File: src/rtl/ov7670_rgb_capture_pkg.sv
// cap_pkg: shared FSM encoding, frame geometry defaults and RGB565->RGB444 packing
// for the OV7670 capture path.
package cap_pkg;
    typedef enum logic [1:0] {WAIT_VS, VS_HIGH, ACTIVE} cap_state_e;
    localparam int H_PIX_DEF   = 320;
    localparam int V_LINES_DEF = 240;
    localparam int R_LSB = 8;
    localparam int G_LSB = 4;
    localparam int B_LSB = 0;
    // Keep the top four bits of each channel; green drops its extra LSB as well.
    function automatic logic [11:0] rgb565_to_444(input logic [15:0] d);
        logic [11:0] p;
        p = '0;
        p[R_LSB +: 4] = d[15:12];
        p[G_LSB +: 4] = d[10:7];
        p[B_LSB +: 4] = d[4:1];
        return p;
    endfunction
endpackage

File: src/rtl/ov7670_rgb_capture_byte_pair.sv
// cap_byte_pair: pairs href bytes into 16-bit pixels and counts bytes per href run;
// line_bad flags the run end when the count is not a full line.
module cap_byte_pair #(
    parameter int H_PIX = 320
) (
    input  logic        clk,
    input  logic        rst,
    input  logic        clr,
    input  logic        href,
    input  logic [7:0]  d,
    output logic        pix_valid,
    output logic [15:0] d16,
    output logic        line_bad
);
    localparam int LB = 2 * H_PIX;
    localparam int CW = $clog2(LB + 2);
    localparam logic [CW-1:0] LB_W  = CW'(LB);
    localparam logic [CW-1:0] SAT_W = CW'(LB + 1);
    logic          phase_q, href_q, pv_q;
    logic [7:0]    hi_q;
    logic [15:0]   d16_q;
    logic [CW-1:0] cnt_q;
    always_ff @(posedge clk) begin
        if (rst || clr) begin
            phase_q <= 1'b0;
            href_q  <= 1'b0;
            pv_q    <= 1'b0;
            hi_q    <= '0;
            d16_q   <= '0;
            cnt_q   <= '0;
        end else begin
            href_q  <= href;
            phase_q <= href && !phase_q;
            hi_q    <= (href && !phase_q) ? d : hi_q;
            pv_q    <= href && phase_q;
            d16_q   <= (href && phase_q) ? {hi_q, d} : d16_q;
            // Saturate one past a full line so overlong runs stay distinguishable.
            cnt_q   <= !href ? '0 : (cnt_q == SAT_W) ? cnt_q : cnt_q + 1'b1;
        end
    end
    assign pix_valid = pv_q;
    assign d16       = d16_q;
    assign line_bad  = href_q && !href && (cnt_q != LB_W);
endmodule

File: src/rtl/ov7670_rgb_capture.sv
// ov7670_rgb_capture: frames OV7670 RGB565 bytes into RGB444 frame-buffer writes.
// CAP_SKIP_FIRST_FRAME_EN suppresses writes for the first captured frame after reset.
module ov7670_rgb_capture
    import cap_pkg::*;
#(
    parameter int H_PIX   = H_PIX_DEF,
    parameter int V_LINES = V_LINES_DEF,
    parameter int ADDR_W  = 17
) (
    input  logic              cap_pclk,
    input  logic              cap_rst,
    input  logic              cap_vsync,
    input  logic              cap_href,
    input  logic [7:0]        cap_d,
    output logic              cap_we,
    output logic [ADDR_W-1:0] cap_addr,
    output logic [11:0]       cap_dout,
    output logic              frame_done,
    output logic              line_err,
    output logic              frame_err
);
`ifdef CAP_SKIP_FIRST_FRAME_EN
    localparam logic SKIP_RST = 1'b1;
`else
    localparam logic SKIP_RST = 1'b0;
`endif
    localparam logic [ADDR_W:0] TOTAL_W = (ADDR_W+1)'(H_PIX * V_LINES);
    cap_state_e        state_q;
    logic [ADDR_W-1:0] addr_q;
    logic [11:0]       dout_q;
    logic              slot_q, we_q, done_q, lerr_q, ferr_q, skip_q;
    logic              pix_valid, line_bad;
    logic [15:0]       d16;
    logic              active, start, frame_end, full, pair_href;
    logic [ADDR_W:0]   n_pix;
    assign active    = state_q == ACTIVE;
    assign start     = (state_q == VS_HIGH) && !cap_vsync;
    assign frame_end = active && cap_vsync;
    assign pair_href = active && !cap_vsync && cap_href;
    assign full      = {1'b0, addr_q} == TOTAL_W;
    // Pixels still in the pipeline at frame end count toward the frame total.
    assign n_pix     = {1'b0, addr_q} + (ADDR_W+1)'(slot_q) + (ADDR_W+1)'(pix_valid);
    cap_byte_pair #(.H_PIX(H_PIX)) u_pair (
        .clk       (cap_pclk),
        .rst       (cap_rst),
        .clr       (start),
        .href      (pair_href),
        .d         (cap_d),
        .pix_valid (pix_valid),
        .d16       (d16),
        .line_bad  (line_bad)
    );
    always_ff @(posedge cap_pclk) begin
        if (cap_rst) begin
            state_q <= WAIT_VS;
            addr_q  <= '0;
            dout_q  <= '0;
            slot_q  <= 1'b0;
            we_q    <= 1'b0;
            done_q  <= 1'b0;
            lerr_q  <= 1'b0;
            ferr_q  <= 1'b0;
            skip_q  <= SKIP_RST;
        end else begin
            case (state_q)
                WAIT_VS: state_q <= cap_vsync ? VS_HIGH : WAIT_VS;
                VS_HIGH: state_q <= cap_vsync ? VS_HIGH : ACTIVE;
                ACTIVE:  state_q <= cap_vsync ? VS_HIGH : ACTIVE;
                default: state_q <= WAIT_VS;
            endcase
            addr_q <= start ? '0 : addr_q + ADDR_W'(slot_q);
            slot_q <= pix_valid && !full;
            we_q   <= pix_valid && !full && !skip_q;
            dout_q <= pix_valid ? rgb565_to_444(d16) : dout_q;
            done_q <= frame_end;
            lerr_q <= lerr_q | line_bad;
            ferr_q <= ferr_q | (pix_valid && full) | (frame_end && (n_pix != TOTAL_W));
            skip_q <= skip_q && !frame_end;
        end
    end
    assign cap_we     = we_q;
    assign cap_addr   = addr_q;
    assign cap_dout   = dout_q;
    assign frame_done = done_q;
    assign line_err   = lerr_q;
    assign frame_err  = ferr_q;
endmodule

File: config.mk
export PLATFORM = sky130hd
export DESIGN_NAME = ov7670_rgb_capture
export DESIGN_NICKNAME = d
export VERILOG_FILES = /design/src/rtl/ov7670_rgb_capture_pkg.sv /design/src/rtl/ov7670_rgb_capture_byte_pair.sv /design/src/rtl/ov7670_rgb_capture.sv
export SDC_FILE = /design/constraint.sdc
export NUM_CORES = 1
export LEC_CHECK = 0
export ABC_AREA = 1
export ABC_CLOCK_PERIOD_IN_PS = 3400
export BUFFER_PORTS_ARGS = -buffer_cell sky130_fd_sc_hd__buf_2
export CAP_MARGIN = 10
export CELL_PAD_IN_SITES_DETAIL_PLACEMENT = 1
export CELL_PAD_IN_SITES_GLOBAL_PLACEMENT = 1
export CORE_UTILIZATION = 44
export CTS_CLUSTER_SIZE = 16
export DETAILED_ROUTE_END_ITERATION = 10
export PLACE_DENSITY = 0.9
export SLEW_MARGIN = 20
export SYNTH_ARGS = -nofsm -noshare
export SYNTH_HDL_FRONTEND = slang
export SYNTH_SLANG_ARGS = --single-unit
File: constraint.sdc
create_clock -name cap_pclk -period 3.4 [get_ports cap_pclk]
set_input_delay 0 -clock cap_pclk [delete_from_list [all_inputs] [get_ports cap_pclk]]
set_output_delay 0 -clock cap_pclk [all_outputs]
set_load 0.01 [all_outputs]
# After elaboration in Yosys (flattened, before gate mapping)
# Index checks and enable logic that the tools add are counted.
# W data, S select, Z words.
# word_totals
regBits	74
input_bits	12
output_inout_bits	33
word_cells	56
# classes
add_sub_neg	4
n_eq_ne	6
n_mux	3
bitwise	4
reduce_logical	24
# ops
op	count
$add A17 B1 Y18	1
$add A18 B1 Y18	1
$ne A18 B17 Y1 const B	1
$add A17 B1 Y17	1
$eq A17 B17 Y1 const B	1
$logic_and A1 B1 Y1	13
$add A10 B1 Y10 const B	1
$eq A10 B10 Y1 const B	1
$ne A10 B10 Y1 const B	1
$logic_not A1 Y1	6
$reduce_or A2 Y1	3
$pmux W2 S2	1
$or A1 B1 Y1	3
$eq A2 B1 Y1 const B	1
$eq A2 B2 Y1 const B	1
$logic_not A2 Y1	1
$mux W2	1
$logic_or A1 B1 Y1	1
$mux W1	1
$not A1 Y1	1

# Depth between registers and ports, before layout
# Gate-level depths: netlist (run 1).
# logic_depth
ltp_word	7
mapped_depth	14

# By module
# From an unflattened synthesis (run 1), not the netlist that was laid out.
# unflattened
hier_cells	501
area_unflattened_um2	3517.1
# by_module_without_submodules
module	n_inst	cells_per_inst	area_each_um2	seq_area_each_um2
ov7670_rgb_capture	1	297	1991.9	740.7
cap_byte_pair	1	204	1525.2	740.7

# Worst setup path before layout (run 1)
# OpenSTA, ideal clock, no wires.
# synth_timing
path_type	register -> register
startpoint	reg addr_q[0], in the netlist cap_addr[0]
endpoint	reg ferr_q, in the netlist frame_err
setup_ps	112
t_arrival_ps	1771
setup_slack_ps	1517
path_stages_with_launch	13
path_cell_list	dfxtp_1 fa_1 ha_1 nand3_1 inv_1 nand3_1 nand3_1 nor2_1 nand2_1 nor2_1 nand2_1 nand2_1 nand2_1
# synth_between
elab_chain_cells	5
word_cells_on_any_way	8
# synth_lines
element	line_no	text
start, declared	ov7670_rgb_capture.sv:29	logic [ADDR_W-1:0] addr_q;
start signal, assigned	ov7670_rgb_capture.sv:71	addr_q <= start ? '0 : addr_q + ADDR_W'(slot_q);
$add A17 B1 Y18	ov7670_rgb_capture.sv:42	assign n_pix = {1'b0, addr_q} + (ADDR_W+1)'(slot_q) + (ADDR_W+1)'(pix_valid);
$add A18 B1 Y18	ov7670_rgb_capture.sv:42	
$ne A18 B17 Y1	ov7670_rgb_capture.sv:77	ferr_q <= ferr_q | (pix_valid && full) | (frame_end && (n_pix != TOTAL_W));
$logic_and A1 B1 Y1	ov7670_rgb_capture.sv:77	
$or A1 B1 Y1 (*)	ov7670_rgb_capture.sv:77	
end signal, assigned	ov7670_rgb_capture.sv:77	
end, declared	ov7670_rgb_capture.sv:31	logic slot_q, we_q, done_q, lerr_q, ferr_q, skip_q;
# Mark *: on every way between the ends. The rest lies on a longest branch, timed or not.
# A chain may end at the register's enable or synchronous reset.

# Final worst setup path (run 1)
# layout_timing
startpoint	reg state_q[0]
endpoint	reg u_pair.d16_q[9], in the netlist u_pair.d16[9]
# layout_between
elab_chain_cells	4
word_cells_on_any_way	7
# layout_lines
element	line_no	text
start, declared	ov7670_rgb_capture.sv:28	cap_state_e state_q;
start signal, assigned	ov7670_rgb_capture.sv:66	WAIT_VS: state_q <= cap_vsync ? VS_HIGH : WAIT_VS;
start signal, assigned	ov7670_rgb_capture.sv:67	VS_HIGH: state_q <= cap_vsync ? VS_HIGH : ACTIVE;
start signal, assigned	ov7670_rgb_capture.sv:68	ACTIVE: state_q <= cap_vsync ? VS_HIGH : ACTIVE;
$eq A2 B2 Y1	ov7670_rgb_capture.sv:36	assign active = state_q == ACTIVE;
$logic_and A1 B1 Y1 (2 in a row)	ov7670_rgb_capture.sv:39	assign pair_href = active && !cap_vsync && cap_href;
$logic_and A1 B1 Y1	ov7670_rgb_capture_byte_pair.sv:36	d16_q <= (href && phase_q) ? {hi_q, d} : d16_q;
end signal, assigned	ov7670_rgb_capture_byte_pair.sv:36	
end, declared	ov7670_rgb_capture_byte_pair.sv:21	logic [15:0] d16_q;
# Parallel ways exist; a longest one is shown, timed or not.

==> impl_metrics.env, run 1 <==
export IMPL_status="finished, final reports clean"
export IMPL_chipWidth_um=86.0
export IMPL_reg2reg_slack_ns=1.18
export IMPL_grt_met1_usage_pct=31.5
export IMPL_grt_overflow=0
export IMPL_synth_area_leaders="dfxtp_1, o21ai_0, nand2_1, nor2_1, inv_1"
export IMPL_synth_avg_cell_area_um2=7.32
export IMPL_area_growth_pct=20.1
export IMPL_routabilityCongestion=0.860
export IMPL_core_um2=6790
export IMPL_tns_ns=0
export IMPL_totalWireLength_um=9440
export IMPL_synth_most_common_cell="dfxtp_1"
export IMPL_slew_headroom_pct=35.6
export IMPL_maxCapViolCount=0
export IMPL_synthFlopType="dfxtp_1"
export IMPL_cp_max_fo=25
export IMPL_hpwlAfterDp_um=6380
export IMPL_synth_nets=447
export IMPL_finalSetupViolations=0
export IMPL_met3_usage_pct=4.72
export IMPL_crit_arrival_ns=2.42
export IMPL_ant_nets=0
export IMPL_path_depth=5
export IMPL_synth_top_cell_by_area="dfxtp_1"
export IMPL_synth_edff_count=0
export IMPL_drive_gt1_share_pct=14.3
export IMPL_clock_sinks=69
export IMPL_fmaxAchievable_mhz=450
export IMPL_viasPerCell=5.25
export IMPL_regArea_um2=1380
export IMPL_vias=3065
export IMPL_cts_tree="done"
export IMPL_fin_crit_sh_pct=65.4
export IMPL_max_vdd_ir_drop_mv=0.373
export IMPL_final_min_clock_period_ns=2.22
export IMPL_skew_ns=0.0125
export IMPL_cts_resized=0
export IMPL_grt_busiest_layer="met2"
export IMPL_root_buffer="clkbuf_8"
export IMPL_leakage_nw=1.52
export IMPL_cts_path_max_buffers=2
export IMPL_crit_path_start_kind="flip-flop"
export IMPL_synth_seq_cells=69
export IMPL_critPathMaxStageDelay_ns=0.77
export IMPL_drt_iter0_markers=141
export IMPL_slew_violations=0
export IMPL_final_nets=506
export IMPL_clk_pin_slew_worst_paths_ns=0.07
export IMPL_wire_per_inst_um=16.2
export IMPL_hold_viol=0
export IMPL_synth_area_um2=3100
export IMPL_groute_layer_met2_usage_pct=48.6
export IMPL_crit_path_top_delay_cell="nand4_1"
export IMPL_crit_buf_inv=1
export IMPL_die_h_um=86.0
export IMPL_power_density_nw_per_um2=420
export IMPL_cp_end_kind="flip-flop"
export IMPL_die_area_um2=7400
export IMPL_path_class="flip-flop to flip-flop"
export IMPL_yosysSeqAreaShare_pct=44.5
export IMPL_ys_async_sr_fraction_pct=0
export IMPL_finalPower_w=0.00156
export IMPL_diodes=0
export IMPL_rr_worst_depth=5
export IMPL_initial_core_util_pct=45.7
export IMPL_grt_max_degree=27
export IMPL_ys_warnings_count=0
export IMPL_whs_path_depth=3
export IMPL_post_cts_buffers=0
export IMPL_tightest_slew_ns=0.963
export IMPL_multi_input_area_um2=1460
export IMPL_synthDistinctLibCells=23
export IMPL_rsz0062_at_grt="false"
export IMPL_grt_pass1_vias=3121
export IMPL_htreeDepth=3
export IMPL_min_path_type="input port to flip-flop"
export IMPL_io_pins=45
export IMPL_grt_pass1_wl_um=15300
export IMPL_port_buffers=44
export IMPL_drc=0
export IMPL_ctsHoldBuffers=11
export IMPL_num_rows=30
export IMPL_numCtsBuffers=9
export IMPL_required_ns=3.60
export IMPL_clock_latency_ns=0.36
export IMPL_synth_top_area_share_pct=44.5
export IMPL_worstPathCellList="inv_1 > ha_1 > nand4_1 > o21ai_0 > a21oi_1"
export IMPL_yosys_top_cells_count="dfxtp_1, nand2_1, nor2_1"
export IMPL_cp_top_family="simple AND/OR/NAND/NOR gates"
export IMPL_syn_inst=424
export IMPL_fill_cells=865
export IMPL_dr_pass1_iters=4
export IMPL_antenna_found_initial=0
export IMPL_track_usage_pct=27.1
metal layers:
layer	wire length, um	vias up
met5	0	-
met1	4020	1492
met3	241	17
met2	4950	54
met4	233	0
li1	-	1502
stage by stage:
stage	area [um^2]	setup slack (ns)	hold slack, ns	std cells	util, %
finish	3730	1.18	0.0743	584	54.9
global route	3730	0.989	0.102	584	54.9
CTS	3730	1.15	0.0588	584	54.9
detailed placement	3420	1.21	0.242	557	50.3
global placement	3420	1.41	0.222	557	50.3
floorplan	3100	1.52	0.0716	424	-
cells by family (layout without fill, tap and decap cells):
group,after synthesis,in the layout,synth area share [%]
compound gates,92,92,15.3
fa+ha+maj,11,11,4.68
flops,69,69,44.5
buf+inv,67,131,8.34
xor+xnor,7,7,1.98
simple gates,178,178,25.2
worst min-delay path: cells and delay by family:
kind / cells / cell delay [ns]
and+or+nand+nor: 2 / 0.26
buffers and inverters: 1 / 0.11
area by class of cell:
type / count / area share, %
clock buffer: 11 / 3.79
tap: 96 / 3.22
clock inverter: 5 / 1.58
inverter: 58 / 5.84
multi-input combinational: 288 / 39.3
sequential: 69 / 37.0
timing repair buffer: 57 / 9.26
state kept, by name, summed over array words and instances (netlist names):
signal            cells
cap_addr             17
cap_dout             12
cap_we                1
frame_done            1
frame_err             1
line_err              1
skip_q                1
slot_q                1
state_q               2
u_pair.cnt_q         10
u_pair.d16           12
u_pair.hi_q           7
u_pair.href_q         1
u_pair.phase_q        1
u_pair.pix_valid      1
final timing paths:
check,startpoint,to
max,state_q[0],u_pair.d16[9]
min reg2reg,skip_q,cap_we
max reg2reg,state_q[0],u_pair.d16[9]
min,cap_href,u_pair.href_q
cells in the final DEF, fill, tap and decap left out, types with 2 or more instances in the layout:
master | netlist | layout
buf_2 | 0 | 44
nor3_1 | 12 | 12
a31oi_1 | 2 | 2
clkbuf_8 | 0 | 10
ha_1 | 10 | 10
clkinvlp_4 | 0 | 2
nand3_1 | 18 | 18
nand2_1 | 63 | 63
nor2_2 | 2 | 2
dlygate4sd3_1 | 0 | 11
nor2_1 | 61 | 61
or2_2 | 3 | 3
xor2_1 | 5 | 5
nor4_1 | 4 | 4
nand4_1 | 9 | 9
a21oi_1 | 40 | 40
inv_1 | 58 | 58
nor3b_1 | 3 | 3
dfxtp_1 | 69 | 69
nor2_4 | 2 | 2
xnor2_1 | 2 | 2
buf_4 | 0 | 2
o21ai_0 | 49 | 49
report_power, final:
group / switching, W / internal (W)
clock: 0.000336 / 0.000361
combinational: 0.0000335 / 0.0000217
sequential: 0.00000226 / 0.000810
total: 0.000372 / 0.00119
Note: power is estimated with default switching activity, not from simulation.
==> inputs of run 2 (changes only) <==
Settings changed: ABC_CLOCK_PERIOD_IN_PS 3400 to 1800, CORE_UTILIZATION 44 to 37, PLACE_DENSITY 0.9 to 0.81.
Clock period 3.4 ns to 1.8 ns, I/O delays scaled along.
==> run 2 against run 1 <==
The run now ends with negative setup slack left. Cell count up 3.6%. Worst setup slack worse by 1.2 ns. Core utilization down 6.8 points. Total power up 100%. Register-to-register slack worse by 1.2 ns. Critical path type unchanged. Largest cell class unchanged.
==> impl_metrics.env, run 2 (synthesis results as in run 1) <==
export IMPL_status="finished, violations left"
export IMPL_violations="negative setup slack"
export IMPL_wire_per_inst_um=15.0
export IMPL_multi_input_area_um2=1510
export IMPL_cp_end_kind="flip-flop"
export IMPL_max_vdd_ir_drop_mv=0.576
export IMPL_io_pins=45
export IMPL_vias=3075
export IMPL_maxCapViolCount=0
export IMPL_track_usage_pct=22.3
export IMPL_largest_register_ffs=17
export IMPL_r2r_start="slot_q"
export IMPL_slew_violations=0
export IMPL_clock_sinks=69
export IMPL_wl_met2_um=4550
export IMPL_grt_pass1_wl_um=15200
export IMPL_regArea_um2=1390
export IMPL_num_rows=33
export IMPL_chipWidth_um=93.6
export IMPL_clk_pin_slew_worst_paths_ns=0.08
export IMPL_core_um2=8180
export IMPL_area_growth_pct=26.7
export IMPL_met3_wirelength_um=230
export IMPL_skew_ns=0.0117
export IMPL_initial_core_util_pct=38.0
export IMPL_cts_path_max_buffers=2
export IMPL_antenna_found_initial=0
export IMPL_setup_ws_ns=-0.0315
export IMPL_grt_overflow=0
export IMPL_clock_latency_ns=0.35
export IMPL_rr_worst_depth=12
export IMPL_cts_tree="done"
export IMPL_dr_pass1_iters=4
export IMPL_final_core_util_pct=48.1
export IMPL_final_nets=519
export IMPL_diodes=0
export IMPL_fin_crit_sh_pct=102
export IMPL_reg2reg_slack_ns=-0.03
export IMPL_numCtsBuffers=9
export IMPL_htreeDepth=3
export IMPL_rsz0062_at_grt="true"
export IMPL_ant_nets=0
export IMPL_crit_path_start_kind="flip-flop"
export IMPL_grt_max_degree=27
export IMPL_crit_arrival_ns=2.08
export IMPL_drc=0
export IMPL_hold_viol=0
export IMPL_die_area_um2=8760
export IMPL_routabilityCongestion=0.887
export IMPL_final_min_clock_period_ns=1.83
export IMPL_min_from="cap_href"
export IMPL_crit_start="slot_q"
export IMPL_final_common_cell="dfxtp_1"
export IMPL_min_path_type="input port to flip-flop"
export IMPL_path_class="flip-flop to flip-flop"
export IMPL_leakage_nw=1.61
export IMPL_grt_pass1_vias=3240
export IMPL_whs_path_depth=3
export IMPL_slew_headroom_pct=69.6
export IMPL_tightest_slew_ns=0.453
export IMPL_totalWireLength_um=9070
export IMPL_top_layer_used="met4"
export IMPL_hpwlAfterDp_um=6310
export IMPL_fmaxAchievable_mhz=546
export IMPL_required_ns=2.05
export IMPL_port_buffers=44
export IMPL_m1WireLength_um=4180
export IMPL_power_density_nw_per_um2=810
export IMPL_drt_iter0_markers=130
export IMPL_viasPerCell=5.08
export IMPL_fill_cells=1038
export IMPL_root_buffer="clkbuf_8"
export IMPL_final_cell_mix="dfxtp_1, nand2_1, inv_1, nor2_1, o21ai_0"
export IMPL_drive_gt1_share_pct=19.4
export IMPL_holdPathEnd="u_pair.href_q"
export IMPL_finalSetupViolations=1
export IMPL_cp_max_fo=2
export IMPL_die_h_um=93.6
export IMPL_hold_ws_ns=0.0746
export IMPL_r2r_end="frame_err"
==> run 2: metal layers <==
| metal | global-route usage [%] | vias to the layer above |
|---|---|---|
| li1 | - | 1526 |
| met1 | 26.6 | 1501 |
| met2 | 39.8 | 39 |
| met3 | 5.04 | 9 |
| met4 | 6.28 | 0 |
| met5 | 0 | - |
==> run 2: worst max-delay path by stage <==
stage,end,slack [ns],cells after the start
after detailed placement,frame_err,-0.11,13
after global placement,frame_err,-0.02,12
after CTS,frame_err,-0.01,14
final,frame_err,-0.03,12
after global routing,frame_err,-0.14,14
after floorplan,frame_err,0.03,12
==> run 2: worst max-delay path, stage by stage, from the launching register on <==
cell     delay (ns)
dfxtp_2        0.34
fa_2           0.43
ha_4           0.25
nor2_1         0.11
nand3_1        0.09
nor2_1         0.09
nand2_1        0.08
nor2_2         0.09
nand2_1        0.05
nor2_1         0.08
nand2_1        0.05
nand2_1        0.05
nand2_1        0.04
==> run 2: area by class of cell <==
cell class | instances | area share (%)
Timing Repair Buffer | 70 | 11.4
Clock inverter | 6 | 2.83
Clock buffer | 9 | 3.15
Sequential cell | 69 | 35.3
Tap cell | 105 | 3.34
Inverter | 58 | 5.53
Multi-Input combinational cell | 288 | 38.5
==> run 2: where the power goes <==
group / leakage, nW / switching (W) / internal (W)
Combinational: 0.934 / 0.0000599 / 0.0000452
Clock: 0.116 / 0.000633 / 0.000916
Sequential: 0.558 / 0.00000378 / 0.00153
Total: 1.61 / 0.000697 / 0.00249
==> run 2: timing repair <==
action / CTS / global route
endpoints found under the setup margin: 2 / 11
gates resized for setup: 9 / 8
hold buffers: 13 / 0
pin swaps: 1 / 5
cloned: 0 / 0
setup buffers: 0 / 0
hold endpoints to repair: 17 / 0
==> run 2: stage by stage <==
stage / power, W / cell area [um^2] / worst slack, ns / cells / TNS [ns]
final: 0.00319 / 3930 / -0.0315 / 605 / -0.0315
after global routing: 0.00330 / 3930 / -0.141 / 605 / -0.141
after CTS: 0.00322 / 3920 / -0.0128 / 605 / -0.0128
after detailed placement: 0.00165 / 3520 / -0.114 / 577 / -0.114
after global placement: 0.00165 / 3520 / -0.0179 / 577 / -0.0179
after floorplan: 0.00161 / 3110 / 0.0325 / 424 / 0
